## src/rtl/fetch_stage.sv

```systemverilog
// Instruction fetch stage: owns the program counter, reads one instruction
// at a time from instruction memory (req/ack) and presents it to decode
// (valid/ready). The next PC is supplied externally by the next-PC logic.
module fetch_stage #(
    parameter int PC_WIDTH    = 8,
    parameter int INSTR_WIDTH = 16,
    parameter int RESET_PC    = 0,
    parameter int TIMEOUT     = 15
) (
    input  logic                   clk,
    input  logic                   rst_n,
    input  logic                   halt,
    input  logic [PC_WIDTH-1:0]    next_pc,
    output logic                   imem_req,
    output logic [PC_WIDTH-1:0]    imem_addr,
    input  logic                   imem_ack,
    input  logic [INSTR_WIDTH-1:0] imem_rdata,
    output logic [INSTR_WIDTH-1:0] instr,
    output logic                   instr_valid,
    input  logic                   instr_ready,
    output logic [PC_WIDTH-1:0]    curr_pc,
    output logic                   fetch_fault
);

    // Timeout counter only has to reach TIMEOUT-1
    localparam int TW = (TIMEOUT > 1) ? $clog2(TIMEOUT) : 1;

    typedef enum logic [1:0] {
        IDLE  = 2'd0,
        FETCH = 2'd1,
        HOLD  = 2'd2,
        FAULT = 2'd3
    } state_t;

    state_t                 state;
    state_t                 state_nxt;
    logic [PC_WIDTH-1:0]    pc;
    logic [INSTR_WIDTH-1:0] instr_q;
    logic [TW-1:0]          tcnt;
    logic                   timeout_hit;
    logic                   handshake;

    assign timeout_hit = (tcnt == TW'(TIMEOUT - 1));
    assign handshake   = (state == HOLD) && instr_ready;

    assign imem_addr = pc;
    assign curr_pc   = pc;
    assign instr     = instr_q;

    // State register; reset abandons any in-flight fetch
    always_ff @(posedge clk or negedge rst_n) begin
        if (!rst_n) begin
            state <= IDLE;
        end else begin
            state <= state_nxt;
        end
    end

    // Next-state decode and state-derived handshake outputs
    always_comb begin
        state_nxt   = state;
        imem_req    = 1'b0;
        instr_valid = 1'b0;
        fetch_fault = 1'b0;
        case (state)
            IDLE: begin
                if (!halt) begin
                    state_nxt = FETCH;
                end
            end
            FETCH: begin
                imem_req = 1'b1;
                if (imem_ack) begin
                    state_nxt = HOLD;
                end else if (timeout_hit) begin
                    state_nxt = FAULT;
                end
            end
            HOLD: begin
                instr_valid = 1'b1;
                if (instr_ready) begin
                    state_nxt = halt ? IDLE : FETCH;
                end
            end
            FAULT: begin
                fetch_fault = 1'b1;
            end
            default: begin
                state_nxt = IDLE;
            end
        endcase
    end

    // Datapath: capture read data, count wait cycles, load PC on consume
    always_ff @(posedge clk or negedge rst_n) begin
        if (!rst_n) begin
            pc      <= PC_WIDTH'(RESET_PC);
            instr_q <= '0;
            tcnt    <= '0;
        end else begin
            if (state == FETCH) begin
                if (imem_ack) begin
                    instr_q <= imem_rdata;
                    tcnt    <= '0;
                end else if (!timeout_hit) begin
                    tcnt <= tcnt + TW'(1);
                end
            end
            if (handshake) begin
                pc <= next_pc;
            end
        end
    end

endmodule

```

## config.mk

```make
export PLATFORM = sky130hd
export DESIGN_NAME = fetch_stage
export DESIGN_NICKNAME = d
export VERILOG_FILES = /design/src/rtl/fetch_stage.sv
export SDC_FILE = /design/constraint.sdc
export NUM_CORES = 1
export LEC_CHECK = 0
export CAP_MARGIN = 20
export CORE_ASPECT_RATIO = 0.7
export CORE_UTILIZATION = 40
export CTS_CLUSTER_DIAMETER = 150
export CTS_CLUSTER_SIZE = 10
export DETAILED_ROUTE_END_ITERATION = 10
export PLACE_DENSITY = 0.79
export RECOVER_POWER = 25
export SLEW_MARGIN = 0
export SYNTH_ARGS = -nofsm -noshare
export SYNTH_HDL_FRONTEND = slang
export SYNTH_SLANG_ARGS = --single-unit
export TNS_END_PERCENT = 50
```

## constraint.sdc

```tcl
create_clock -name clk -period 3.7 [get_ports clk]
set_input_delay 0.74 -clock clk [delete_from_list [all_inputs] [get_ports clk]]
set_output_delay 0.74 -clock clk [all_outputs]
set_load 0.01 [all_outputs]
```

==> metrics, run 1 <==
status finished, violations left; failing checks max-capacitance violations, max-slew violations; post-route cell area 0.00206 sq mm; DP HPWL 2080 um; Mapped Area about 0.0014 sq mm; combinational fraction of design power 0.499; Die Area 0.00363 sq mm; number of synthesized register bits 30; H-tree depth 2; Setup-failing EPs final 0; worst setup margin 1.34 ns; R2R Setup Slk 2.04 ns; GRT Residual Overflow 0; Clock Pin Slew Worst Setup and Hold Paths around 0.060 ns; Tcrit/Tclk final 0.638; LEAKAGE 0.888 nW; port bufs 63; P&R area growth vs syn 52.3%; CTS Sinks 30; Critical R2R Capture state[1]$_DFFE_PN0P_; worst vdd ir 369 uV; Via Count 961; Die H 50.7 um; net switching power 0.000550 W; layout cells sized above 1 0.220; RSZ-0062 raised after global routing no; vias per inst slightly below 5; global-route wire length before repair 4690 um; peak per-stage delay on the critical path roughly 0.57 ns; Worst Reg-to-Reg Cells 5; Sw Ratio 0.316; HP Class flop to flop; Worst path slowest cell clkdlybuf4s50_1; vias in the first global route 1016; initial antenna violation count 0; # DRC 0; drt first pass iters 4; worst skew pair latency 0.28 ns; post-synthesis sequential area ratio 0.555; Setup crit end kind output pin; Worst-Margin Slew between 1.5 and 2 ns; Detailed Route WL 2730 um; Final min period approximately 2.4 ns; fmax about 420 MHz; crit path DAT 1.62 ns; Post-CTS Setup Inserts 0; CP max FO 5; largest net degree at the start of global routing 31; CP startpoint kind flop; Synth Warn # 0; CP top delay family buffers and inverters; hold depth 1; Int Power 0.00119 W; starting density of the core 0.424; Final Hold Fails 0; CTS Root Buffer Type clkbuf_8; RePlAce Congestion 0.781; Fillers 251; pwr dens approximately 840 mW/mm^2; Distinct cells, synth 23; Die X 71.5 um; WHS Endpoint instr[9]$_DFFE_PN0P_; Final TNS setup 0 ns; ANT cells 0; Crit path depth 3; Critical Path RT about 3 ns; Post-Synthesis Cells 96; hold_sp instr[9]$_DFFE_PN0P_; number of max-cap violations 1; core region area 0.00319 sq mm; Post-CTS Hold Buffers 0; Crit Path Category flop to output pin; syn_nets 132; DR iter-0 viols 21; Pwr Total around 0.0017 W; io pins 64; clk_skew 0.00655 ns; critical path cell sequence inv_1 > ha_1 > clkdlybuf4s50_1; syn_area_per_cell 14.1 sq um; DP Area 0.00197 sq mm; post-DR wirelength/cell 13.8 um; worst r2r src state[1]$_DFFE_PN0P_; crit path from state[1]$_DFFE_PN0P_; GRT Util Overall 0.173; maximum root-to-sink buffer count 2; Net count, final around 190; CTS tree built; number of buffers created by CTS 5; Place WS between 1.5 and 2 ns; clock power share 0.151; Final Max Slew Viols 31; Resized Gates After CTS 0; CP Buf/Inv Count 2; antenna viol nets, final 0; sequential power share 0.350; headroom to the max-slew limit -0.0385; row count 17
[Yosys cell counts]
cell type,number,area share
nor2_1,1,0.0028
nor2b_1,1,0.0046
buf_4,8,0.044
and3_4,1,0.0083
nor3b_1,1,0.0055
a221o_1,2,0.015
ha_1,7,0.065
and2_1,1,0.0046
o21ai_0,1,0.0037
nand2_2,1,0.0046
nand3_1,2,0.0074
dfrtp_1,30,0.55
nor3_1,2,0.0074
o211ai_1,1,0.0055
inv_1,4,0.011
mux2_2,25,0.21
a21oi_1,1,0.0037
a21o_1,1,0.0055
nand2_1,1,0.0028
mux2_1,2,0.017
nand2b_1,1,0.0046
buf_2,1,0.0037
o221ai_2,1,0.011
[worst reg2reg max path, delay by kind of cell, from the launching register on]
| family | cells | cell delay [ns] |
|---|---|---|
| buffers and inverters | 1 | 0.11 |
| DFF | 1 | 0.43 |
| adders and majority gates | 1 | 0.24 |
| and+or+nand+nor | 1 | 0.18 |
| muxes | 1 | 0.36 |
| AOI/OAI and AO/OA | 1 | 0.22 |
[registers in the layout, summed over array words and instances, names as in the netlist]
register and count:
instr 16, curr_pc 8, tcnt 4, state 2
[worst max path at each step]
stage / to / slack (ns)
finish: imem_req / 1.34
floorplan: state[0]$_DFFE_PN0P_ / 2.13
detailed placement: state[1]$_DFFE_PN0P_ / 1.55
global placement: state[0]$_DFFE_PN0P_ / 1.63
CTS: imem_req / 1.32
global route: curr_pc[3]$_DFFE_PN0P_ / 1.06
[cell usage in the layout (no fill, tap or decap)]
cell type / netlist / routed
a21o_1: 1 / 1
a21oi_1: 1 / 1
a221o_1: 2 / 2
and2_1: 1 / 1
and3_4: 1 / 1
clkbuf_1: 0 / 2
clkbuf_8: 0 / 6
clkdlybuf4s50_1: 0 / 62
clkinv_2: 0 / 1
dfrtp_1: 30 / 30
dlygate4sd3_1: 0 / 1
ha_1: 7 / 7
inv_1: 4 / 4
mux2_1: 2 / 2
mux2_2: 25 / 25
nand2_1: 1 / 1
nand2_2: 1 / 1
nand2b_1: 1 / 1
nand3_1: 2 / 2
nor2_1: 1 / 1
nor2b_1: 1 / 1
nor3_1: 2 / 2
nor3b_1: 1 / 1
o211ai_1: 1 / 1
o21ai_0: 1 / 1
o221ai_2: 1 / 1
[metrics by stage]
| stage | utilization | cells | hold WS [ns] |
|---|---|---|---|
| 2_1_floorplan | - | 96 | 0.444 |
| 3_3_place_gp | 0.619 | 189 | 0.488 |
| 3_5_place_dp | 0.619 | 189 | 0.495 |
| 4_1_cts | 0.647 | 197 | 0.508 |
| 5_1_grt | 0.646 | 197 | 0.525 |
| 6_report | 0.646 | 197 | 0.506 |
[layer usage]
layer  track usage  up-vias  part of all wire
met5             0        -                 0
met4        0.0621        0            0.0070
met3        0.0622        4             0.080
met2         0.300       47              0.49
met1         0.199      461              0.43
li1              -      449                 -
[power groups by stage]
stage / sequential [W] / clock (W) / combinational (W)
2_1_floorplan: 0.000658 / 0 / 0.000396
3_3_place_gp: 0.000595 / 0 / 0.000852
3_5_place_dp: 0.000613 / 0 / 0.000876
4_1_cts: 0.000609 / 0.000271 / 0.000880
5_1_grt: 0.000634 / 0.000284 / 0.000944
6_report: 0.000608 / 0.000263 / 0.000867
[kinds of logic after synthesis]
kind of cell               count (synthesis)  synth area share
AOI/OAI and AO/OA                          7            0.0444
adders and majority gates                  7            0.0647
buffers and inverters                     13            0.0591
DFF                                       30             0.555
muxes                                     27             0.225
and+or+nand+nor                           12            0.0527
[cell type report]
class | instances | area (sq um) | area share
Clock buffer | 7 | 86.3 | 0.0419
Inverter | 4 | 15.0 | 0.00728
Timing Repair Buffer | 64 | 634 | 0.308
Sequential cell | 30 | 751 | 0.364
Multi-Input combinational cell | 53 | 523 | 0.254
Tap cell | 38 | 47.5 | 0.0231
Clock inverter | 1 | 5.00 | 0.00243
(Power assumes the default switching activity.)
==> run 2: changes to the inputs <==
- clock period: 3.7 -> 2.3 ns (I/O delays scaled with it)
==> metrics, run 2 (synthesis gave the netlist of run 1 again) <==
Post-CTS Setup Inserts 0 (unchanged); largest net degree at the start of global routing 31 (unchanged); CP max FO 5 (unchanged); CTS Root Buffer Type clkbuf_8 (unchanged); Resized Gates After CTS 0 (unchanged); CP startpoint kind flop (unchanged); Die Area 0.00363 sq mm (unchanged); Clock Pin Slew Worst Setup and Hold Paths 0.06 ns (about the same); most frequent cells in the layout clkdlybuf4s50_1, dfrtp_1, mux2_2, ha_1, clkbuf_8 (unchanged); Place WS 0.434 ns (was 1.55 ns); Setup-failing EPs final 0 (unchanged); initial antenna violation count 0 (unchanged); GRT Util Overall 0.170 (was 0.173); Worst Reg-to-Reg Cells 5 (unchanged); status completed (was finished, violations left); max reg flops 16 (unchanged); CTS Sinks 30 (unchanged); global-route wire length before repair 4640 um (was 4690 um); Final TNS setup 0 ns (unchanged); crit path DAT 1.61 ns (was 1.62 ns); vias per inst 4.91 (was 4.88); core region area 0.00319 sq mm (unchanged); row count 17 (unchanged); sequential power share 0.350 (about the same); hold depth 1 (unchanged); headroom to the max-slew limit 0.517 (was -0.0385); HP Class flop to flop (unchanged); clock power share 0.150 (was 0.151); starting density of the core 0.424 (unchanged); number of max-cap violations 0 (was 1); Die H 50.7 um (unchanged); LEAKAGE 0.891 nW (was 0.888 nW); post-DR wirelength/cell 13.7 um (was 13.8 um); Critical Path RT 1.84 ns (was 2.96 ns); H-tree depth 2 (unchanged); fmax approximately 480 MHz; number of buffers created by CTS 5 (unchanged); CTS tree built (unchanged); RePlAce Congestion 0.781 (unchanged); Final Hold Fails 0 (unchanged); Detailed Route WL 2710 um (was 2730 um); layout cells sized above 1 0.226 (was 0.220); Via Count 967 (was 961); Pwr Total 0.00279 W (was 0.00174 W); Setup crit end kind output pin (unchanged); DR iter-0 viols 21 (unchanged); worst vdd ir 618 uV (was 369 uV); RSZ-0062 raised after global routing no (unchanged); maximum root-to-sink buffer count 2 (unchanged); Int Power 0.00191 W (was 0.00119 W); io pins 64 (unchanged); Die X 71.5 um (unchanged); Crit Path Category flop to output pin (unchanged); Net count, final 194 (unchanged); vias in the first global route 1035 (was 1016); antenna viol nets, final 0 (unchanged); ANT cells 0 (unchanged); Sw Ratio 0.315 (was 0.316); port bufs 63 (unchanged); Tcrit/Tclk final 0.901; net switching power 0.000881 W (was 0.000550 W); pwr dens 1350 mW/mm^2 (was 843 mW/mm^2); combinational fraction of design power 0.500 (was 0.499); P&R area growth vs syn 52.4% (was 52.3%); worst setup margin 0.227 ns (was 1.34 ns); worst skew pair latency 0.27 ns (was 0.28 ns); Final min period 2.07 ns; GRT Residual Overflow 0 (unchanged); DP HPWL 2070 um (was 2080 um); Worst-Margin Slew 0.724 ns (was 1.56 ns); drt first pass iters 4 (unchanged); Final Max Slew Viols 0 (was 31); Fillers 247 (was 251); most common cell after layout, fill and taps aside clkdlybuf4s50_1 (unchanged); # DRC 0 (unchanged); clk_skew 0.00642 ns (was 0.00655 ns); Post-CTS Hold Buffers 0 (unchanged)
## run 2: cell count changes in the layout (fill, tap and decap cells not counted)
cell      delta
clkbuf_1     -1
clkbuf_2     +1
## run 2: path summary, 6_finish.rpt
| kind | from | endpoint | slack, ns |
|---|---|---|---|
| max | state[1]$_DFFE_PN0P_ | imem_req | 0.23 |
| min reg2reg | instr[9]$_DFFE_PN0P_ | instr[9]$_DFFE_PN0P_ | 0.51 |
| min in group asynchronous | rst_n | tcnt[2]$_DFFE_PN0P_ | 0.80 |
| max reg2reg | state[1]$_DFFE_PN0P_ | state[1]$_DFFE_PN0P_ | 0.65 |
| max in group asynchronous | rst_n | instr[9]$_DFFE_PN0P_ | 1.03 |
| min | instr[9]$_DFFE_PN0P_ | instr[9]$_DFFE_PN0P_ | 0.51 |
## run 2: power groups by stage
stage	clock [W]	combinational (W)	sequential (W)
CTS	0.000435	0.00142	0.000977
floorplan	0	0.000637	0.00106
detailed placement	0	0.00141	0.000988
finish	0.000418	0.00140	0.000977
global route	0.000453	0.00152	0.00102
global placement	0	0.00137	0.000957
## run 2: layer usage
layer	global-route usage	vias up	wire (um)	part of all wire
met5	0	-	0	0
met4	0.0621	0	21	0.0078
met3	0.0542	5	203	0.075
met2	0.300	52	1280	0.47
met1	0.194	460	1200	0.44
li1	-	450	-	-
## run 2: metrics by stage
step                      instance area [sq um]  hold WS [ns]   util  instances
after CTS                                  2070         0.508  0.647        197
final                                      2060         0.506  0.647        197
after detailed placement                   1970         0.495  0.619        189
after floorplan                            1350         0.164      -         96
after global placement                     1970         0.488  0.619        189
after global routing                       2060         0.525  0.647        197
## run 2: layout make-up
type,count,area (sq um),share of cell area
clock inverter,1,5.00,0.00243
inverter,4,15.0,0.00728
multi-input combinational,53,523,0.253
tap,38,47.5,0.0230
clock buffer,7,86.3,0.0418
sequential,30,751,0.364
timing repair buffer,64,636,0.308
## run 2: worst max-delay path, stage by stage, from the launching register on
cell             delay (ns)
dfrtp_1                0.43
inv_1                  0.11
ha_1                   0.24
clkdlybuf4s50_1        0.57
